<file path="src/rtl/ejector.sv">
// ejector: removes flits addressed to this node from the four mesh links into a FIFO for the core.
// Optional ej_count/miss_count statistics are built only when EJECTOR_STATS_EN is defined.
module ejector #(
  parameter logic [2:0] MY_ROW = 3'd4,
  parameter logic [2:0] MY_COL = 3'd4,
  parameter int         DEPTH  = 4,
  parameter int         EJ_MAX = 2
) (
  input  logic        clk,
  input  logic        rst,
  input  logic [9:0]  eastad,
  input  logic [9:0]  westad,
  input  logic [9:0]  northad,
  input  logic [9:0]  southad,
  output logic [9:0]  ead,
  output logic [9:0]  wad,
  output logic [9:0]  nad,
  output logic [9:0]  sad,
  output logic [9:0]  localad,
  output logic        local_valid,
  input  logic        local_ready
`ifdef EJECTOR_STATS_EN
  ,
  output logic [15:0] ej_count,
  output logic [15:0] miss_count
`endif
);

  localparam int PW = $clog2(DEPTH);
  localparam int CW = PW + 1;

  logic [9:0]    in_s    [4];
  logic [9:0]    next_s  [4];
  logic [PW-1:0] waddr_s [4];
  logic [3:0]    grant_s;
  logic [4:0]    room_s;
  logic [4:0]    limit_s;
  logic [4:0]    taken_s;
  logic          pop_s;

  logic [9:0]    mem_r [DEPTH];
  logic [PW-1:0] rd_ptr_r;
  logic [PW-1:0] wr_ptr_r;
  logic [CW-1:0] count_r;

  function automatic logic is_local(input logic v, input logic [2:0] row, input logic [2:0] col);
    is_local = v && (row == MY_ROW) && (col == MY_COL);
  endfunction

  function automatic logic [15:0] sat_add(input logic [15:0] a, input logic [4:0] b);
    logic [16:0] s;
    s = {1'b0, a} + {12'b0, b};
    sat_add = s[16] ? 16'hFFFF : s[15:0];
  endfunction

  // Grant scan: room is taken from the start-of-cycle occupancy, so a same-cycle pop frees nothing.
  always_comb begin
    in_s[0] = eastad;
    in_s[1] = westad;
    in_s[2] = northad;
    in_s[3] = southad;
    room_s  = 5'(DEPTH) - 5'(count_r);
    limit_s = (room_s < 5'(EJ_MAX)) ? room_s : 5'(EJ_MAX);
    taken_s = 5'd0;
    for (int i = 0; i < 4; i++) begin
      waddr_s[i] = wr_ptr_r + PW'(taken_s);
      if (is_local(in_s[i][9], in_s[i][5:3], in_s[i][2:0]) && (taken_s < limit_s)) begin
        grant_s[i] = 1'b1;
        taken_s    = taken_s + 5'd1;
      end else begin
        grant_s[i] = 1'b0;
      end
      if (grant_s[i] || !in_s[i][9]) begin
        next_s[i] = 10'b0;
      end else begin
        next_s[i] = in_s[i];
      end
    end
  end

  assign pop_s       = local_valid && local_ready;
  assign local_valid = (count_r != CW'(0));
  assign localad     = local_valid ? mem_r[rd_ptr_r] : 10'b0;

  // Link output registers and FIFO pointer/occupancy state.
  always_ff @(posedge clk or posedge rst) begin
    if (rst) begin
      ead      <= 10'b0;
      wad      <= 10'b0;
      nad      <= 10'b0;
      sad      <= 10'b0;
      rd_ptr_r <= '0;
      wr_ptr_r <= '0;
      count_r  <= '0;
    end else begin
      ead      <= next_s[0];
      wad      <= next_s[1];
      nad      <= next_s[2];
      sad      <= next_s[3];
      rd_ptr_r <= rd_ptr_r + PW'(pop_s);
      wr_ptr_r <= wr_ptr_r + PW'(taken_s);
      count_r  <= count_r + CW'(taken_s) - CW'(pop_s);
    end
  end

  // FIFO storage: granted flits land at consecutive slots in scan order.
  always_ff @(posedge clk or posedge rst) begin
    if (rst) begin
      for (int i = 0; i < DEPTH; i++) begin
        mem_r[i] <= 10'b0;
      end
    end else begin
      for (int i = 0; i < 4; i++) begin
        if (grant_s[i]) begin
          mem_r[waddr_s[i]] <= in_s[i];
        end
      end
    end
  end

`ifdef EJECTOR_STATS_EN
  logic [4:0] locals_s;

  // Count every local flit seen this cycle; misses are the ones left ungranted.
  always_comb begin
    locals_s = 5'd0;
    for (int i = 0; i < 4; i++) begin
      if (is_local(in_s[i][9], in_s[i][5:3], in_s[i][2:0])) begin
        locals_s = locals_s + 5'd1;
      end else begin
        locals_s = locals_s;
      end
    end
  end

  // Saturating statistics counters.
  always_ff @(posedge clk or posedge rst) begin
    if (rst) begin
      ej_count   <= 16'h0000;
      miss_count <= 16'h0000;
    end else begin
      ej_count   <= sat_add(ej_count, taken_s);
      miss_count <= sat_add(miss_count, locals_s - taken_s);
    end
  end
`endif

endmodule

</file>
<file path="config.mk">
export PLATFORM = sky130hd
export DESIGN_NAME = ejector
export DESIGN_NICKNAME = d
export VERILOG_FILES = /design/src/rtl/ejector.sv
export SDC_FILE = /design/constraint.sdc
export NUM_CORES = 1
export LEC_CHECK = 0
export CORE_UTILIZATION = 45
export CTS_BUF_LIST = sky130_fd_sc_hd__clkbuf_4
export DETAILED_ROUTE_END_ITERATION = 7
export DONT_BUFFER_PORTS = 1
export MAX_ROUTING_LAYER = met4
export PLACE_DENSITY_LB_ADDON = 0.2
export SETUP_SLACK_MARGIN = 0.05
export SLEW_MARGIN = 5
export SYNTH_ARGS = -nofsm -noshare
export SYNTH_HDL_FRONTEND = slang
export SYNTH_SLANG_ARGS = --single-unit
export TNS_END_PERCENT = 1
</file>
<file path="constraint.sdc">
create_clock -name clk -period 13 [get_ports clk]
set_input_delay 1.95 -clock clk [delete_from_list [all_inputs] [get_ports clk]]
set_output_delay 1.95 -clock clk [all_outputs]
set_load 0.05 [all_outputs]
</file>
---- Word-level counts from Yosys, hierarchy flattened ----
Index checks and enable logic that the tools add are counted.
word-level totals
  flip-flop bits (word level) ............. 87
  output and inout bits ................... 51
  bits of input ports ..................... 43
  word-level logic and storage cells ...... 108
cells by class
  $lt $le $gt $ge ......................... 14
  add/subtract/negate cells ............... 11
  bitwise gates (word level) .............. 5
  reductions and logical operators ........ 26
  mux-type cells .......................... 33
  eq/ne operators ......................... 8
operators by type and width
  operator             number
  $bwmux 40            4
  $mux 40              4
  $mux 10              11
  $demux 10 s2         4
  $eq 3x3->1 const B   8
  $bmux 10 s2          1
  $logic_and 1x1->1    17
  $ge 3x3->1 const B   5
  $lt 5x5->1           3
  $mux 5               3
  $not 2->3            5
  $lt 3x1->1 const B   4
  $add 5x1->5 const B  2
  $add 2x2->2          4
  $lt 1x5->1 const A   1
  $lt 5x2->1 const B   1
  $mux 1               5
  $logic_not 1->1      4
  $logic_or 1x1->1     4
  $sub 3x3->4 const A  1
  $add 3x1->3 const B  1
  $add 3x3->3          1
  $mux 3               1
  $reduce_bool 3->1    1
  2 further kinds      2

---- Depth between registers and ports, before layout ----
  word-level depth ........................ 20
  mapped depth ............................ 26
  depth with buffers taken out ............ 25

---- Worst setup path before layout ----
OpenSTA, ideal clock, no wires.
  kind .................................... in2reg
  start ................................... in westad[4]
  end ..................................... reg count_r[2]
  stages on the path ...................... 20
  path slack .............................. 5.530 ns
  data required time ...................... 12.875 ns
  setup time .............................. 0.125 ns
  arrival time ............................ 7.345 ns
  buffers on the path ..................... 0
  cell sequence ........................... or4b_1 or3_1 a21oi_1 ha_1 nand2b_1 a2111oi_2 o21ai_1 nor2_1 ha_1 nand2_1 nand4_1 nor4_1 a21boi_2 mux2i_1 ha_1 fa_1 xnor2_1 xnor2_1 xnor2_1 xnor2_1
on the way
  cells in the longest elaborated chain, start to end .. 13
  elaborated cells on any way between the ends .. 15
  classes of those cells .................. add/sub: 4; order compare: 2; eq/ne: 1; mux: 3; reduce/logical: 5
ends and longest elaborated chain
  what                                line  RTL
  start: declaration                  12    input logic [9:0] westad,
  $eq 3x3->1 (*)                      47    is_local = v && (row == MY_ROW) && (col == MY_COL);
  $logic_and 1x1->1 (*) (2 in a row)  47
  $logic_and 1x1->1 (*)               67    if (is_local(in_s[i][9], in_s[i][5:3], in_s[i][2:0]) && (taken_s < limit_s)) begin
  $mux 5 (*)                          67
  $lt 5x5->1                          67
  $logic_and 1x1->1                   67
  $mux 5 (*)                          67
  $lt 5x5->1                          67
  $logic_and 1x1->1                   67
  $mux 3 (*)                          67
  $add 3x3->3 (*)                     102   count_r <= count_r + CW'(taken_s) - CW'(pop_s);
  $sub 3x1->3 (*)                     102
  end signal: assignment              102
  end: declaration                    44    logic [CW-1:0] count_r;
Every way passes the cells marked *; elsewhere a longest branch is shown, timed or not.

---- Worst setup path in the final report ----
Ends and elaborated chain as after synthesis.

==> flow_summary.ini <==
[outcome]
status = finished, final reports clean

[route]
vias = 3407
drt_iter0_drc = 236
drt_pass1_iterations = 4
remaining_drc_errors = 0
viasPerCell = 6.03
routed_wl_um = 11400
wl_per_cell_um = 20.2
ant_nets = 0

[placement]
port_buffers = 0
dp_hpwl_um = 8440
place_congestion = 0.966

[yosys]
muxShareOfSynthArea_pct = 10.4
synth_most_common_cell = dfrtp_1
synth_edf_count = 0
yosysSeqAreaShare_pct = 46.8
synth_fa_ha_area_share_pct = 4.73
synth.area.top_cells = dfrtp_1 (47%), mux4_2 (4.8%), and2_1 (4.6%)
synth_compound_area_share_pct = 11.5
synth_area_leader_cell = dfrtp_1
synth_xor_area_share_pct = 3.01
syn-num-nets = 486
ys_ff_latch = 87
synth.top_cell.area_share_pct = 46.8
synthCells = 426
synth_simple_gate_area_share_pct = 20.6
synth_warnings = 0
ys_types = 57
synth-main-ff-cell = dfrtp_1
avgSynthCellArea_um2 = 10.9
mappedNetlistArea_um2 = 4650
synth_commonest_cells = dfrtp_1 (87), and2_1 (34), nor2_1 (29)
synth_top_family_by_area = simple AND/OR/NAND/NOR gates
ys_async_sr_fraction_pct = 100

[sta]
rsz0062_at_grt = false
finalHoldViolations = 0
timing.final.crit_period_ps = 7910
tightest_slew_ps = 1180
maxSlewHeadroom_pct = 21.1
fmax_ghz = 0.126
finClkSkew_ps = 9.66
finalCritPeriodShare_pct = 60.8
slew_violations = 0
fin_tns_setup_ps = 0
finalSetupViolations = 0

[die]
coreArea_um2 = 9910
initial_core_util_pct = 47.0
die_h_um = 104
fp.dieW_um = 104
die_area_um2 = 10800
num_io_pins = 94
rows = 36

[setup_path]
critPathBufInv = 0
crit_top_cell = xnor2_1
crit_path_max_fanout = 10
required_ps = 13370
crit_chain = or4b_1, or3_1, a21oi_1, ha_1, nand2b_1, a2111oi_2, o21ai_1, nor2_1, ha_1, nand2_1, nand4_1, nor4_1, a21boi_2, mux2i_1, ha_1, fa_1, xnor2_1, xnor2_1, xnor2_1, xnor2_1
critPathCaptureType = flip-flop
crit_path_start_kind = primary input
cp_slowest_stage_delay_ps = 750
critPathTopFamily = simple AND/OR/NAND/NOR gates
arrival_ps = 8280
criticalPathCategory = primary input to flip-flop
crit_slowest_cell = a2111oi_2

[run]
cap_viol_max_count = 0

[clock_network]
postCtsHoldBufs = 0
cts_buffers = 9
clk_path_buf_depth = 2
cts_max_level = 3
cts_setup_buffers = 0
cts_tree = yes
insertion_delay_ps = 440
clk_pin_slew_ps = 140
cts-root-buf = clkbuf_4
cts_sinks = 87
cts_resized = 0

[grt]
grt.overflow.total = 0
grt_pass1_wl_um = 18600
grt_start_max_net_pins = 88
grt.total_usage_pct = 23.0
antenna_found_initial = 1
grt_pass1_vias = 3539

[finish]
area_delta_synth_final_pct = 6.00
drive_gt1_share_pct = 9.51
num-nets-final = 486

[power_and_ir_drop]
powerDensity_nw_per_um2 = 174
fin_total_pwr_mw = 0.859
ir_worst_vdd_mv = 0.0628
p_leak_nw = 2.27

[hold_path]
hold_path_class = flip-flop to flip-flop
per-layer routing:
layer | GRT usage, % | share of wire, % | wire length [um] | vias to the layer above
met5 | - | 0 | 0 | -
met4 | 10.7 | 3.1 | 355 | 0
met3 | 6.04 | 8.4 | 961 | 31
met2 | 36.0 | 47 | 5340 | 147
met1 | 27.9 | 42 | 4730 | 1672
li1 | - | - | - | 1557
registers in the layout (all words and copies together), names as in the netlist:
| signal | cells |
|---|---|
| nad | 10 |
| ead | 10 |
| mem_r | 40 |
| rd_ptr_r | 2 |
| wad | 10 |
| count_r | 3 |
| sad | 10 |
| wr_ptr_r | 2 |
through the flow:
| stage | cells | hold slack [ps] | util (%) | instance area (um2) | setup slack, ps |
|---|---|---|---|---|---|
| 2_1_floorplan | 426 | 433 | - | 4650 | 5530 |
| 3_3_place_gp | 548 | 451 | 48.3 | 4790 | 5030 |
| 4_1_cts | 564 | 487 | 49.7 | 4930 | 5170 |
| 6_report | 565 | 488 | 49.8 | 4930 | 5090 |
| 5_1_grt | 565 | 503 | 49.8 | 4930 | 4660 |
| 3_5_place_dp | 548 | 453 | 48.3 | 4790 | 4680 |
power by group:
| part | internal [mW] | total [mW] | switching [mW] |
|---|---|---|---|
| combinational | 0.122 | 0.319 | 0.197 |
| sequential | 0.308 | 0.386 | 0.0784 |
| clock | 0.0591 | 0.154 | 0.0951 |
| total | 0.489 | 0.859 | 0.370 |
layout make-up:
cell class                 count  area [um2]
fill                         902        4980
multi-input combinational    303        2340
sequential                    87        2180
tap                          133         166
inverter                      22        83.8
clock inverter                 7        71.3
clock buffer                   9        67.6
timing repair buffer           3        22.5
antenna                        1        2.50
kinds of logic after synthesis:
| group | Yosys count |
|---|---|
| AND/OR/NAND/NOR | 168 |
| flip-flops | 87 |
| AO/OA/AOI/OAI | 66 |
| buffers and inverters | 36 |
| multiplexers | 35 |
| adder cells (fa/ha/maj) | 17 |
| XOR/XNOR | 16 |
| other | 1 |
placed cells by master (no fill, tap or decap), types with 3 or more instances in the layout:
cell | synthesis | routed
dfrtp_1 | 87 | 87
and2_1 | 34 | 34
nor2_1 | 29 | 29
and3_1 | 23 | 23
inv_1 | 22 | 21
nand2_1 | 20 | 20
mux2i_1 | 19 | 19
ha_1 | 16 | 16
o2111ai_1 | 12 | 12
xnor2_1 | 11 | 11
o211ai_1 | 11 | 11
nor3_1 | 10 | 10
nand3_1 | 10 | 10
mux4_2 | 10 | 10
clkbuf_4 | 0 | 9
or3_1 | 8 | 8
a21oi_1 | 7 | 7
a211oi_1 | 7 | 7
mux2_1 | 6 | 6
nor2b_1 | 5 | 5
xor2_1 | 5 | 5
o211a_1 | 4 | 4
and4_1 | 4 | 4
nand2b_1 | 3 | 3
o21ai_1 | 3 | 3
nand4b_1 | 3 | 3
or2_2 | 3 | 3
o311ai_0 | 3 | 3
buf_4 | 0 | 3
worst register-to-register path: cells and delay by family, from the launching register on:
family                     cells  cell delay (ps)
AOI/OAI and AO/OA              4             1950
adders and majority gates      6             1950
and+or+nand+nor                7             1450
xor gates and xnor gates       4              640
DFF                            1              460
buffers and inverters          2              320
muxes                          1              310
path summary, 6_finish.rpt:
check	cells after the start	startpoint	to	slack (ps)
min	1	mem_r[2]$_DFF_PP0_	mem_r[2]$_DFF_PP0_	490
max in group asynchronous	2	rst	mem_r[18]$_DFF_PP0_	10570
max	20	westad[4]	count_r[2]$_DFF_PP0_	5090
min in group asynchronous	2	rst	sad[6]$_DFF_PP0_	1670
min reg2reg	1	mem_r[2]$_DFF_PP0_	mem_r[2]$_DFF_PP0_	490
max reg2reg	24	count_r[0]$_DFF_PP0_	count_r[2]$_DFF_PP0_	5890
Power figures use the tool's default switching activity.
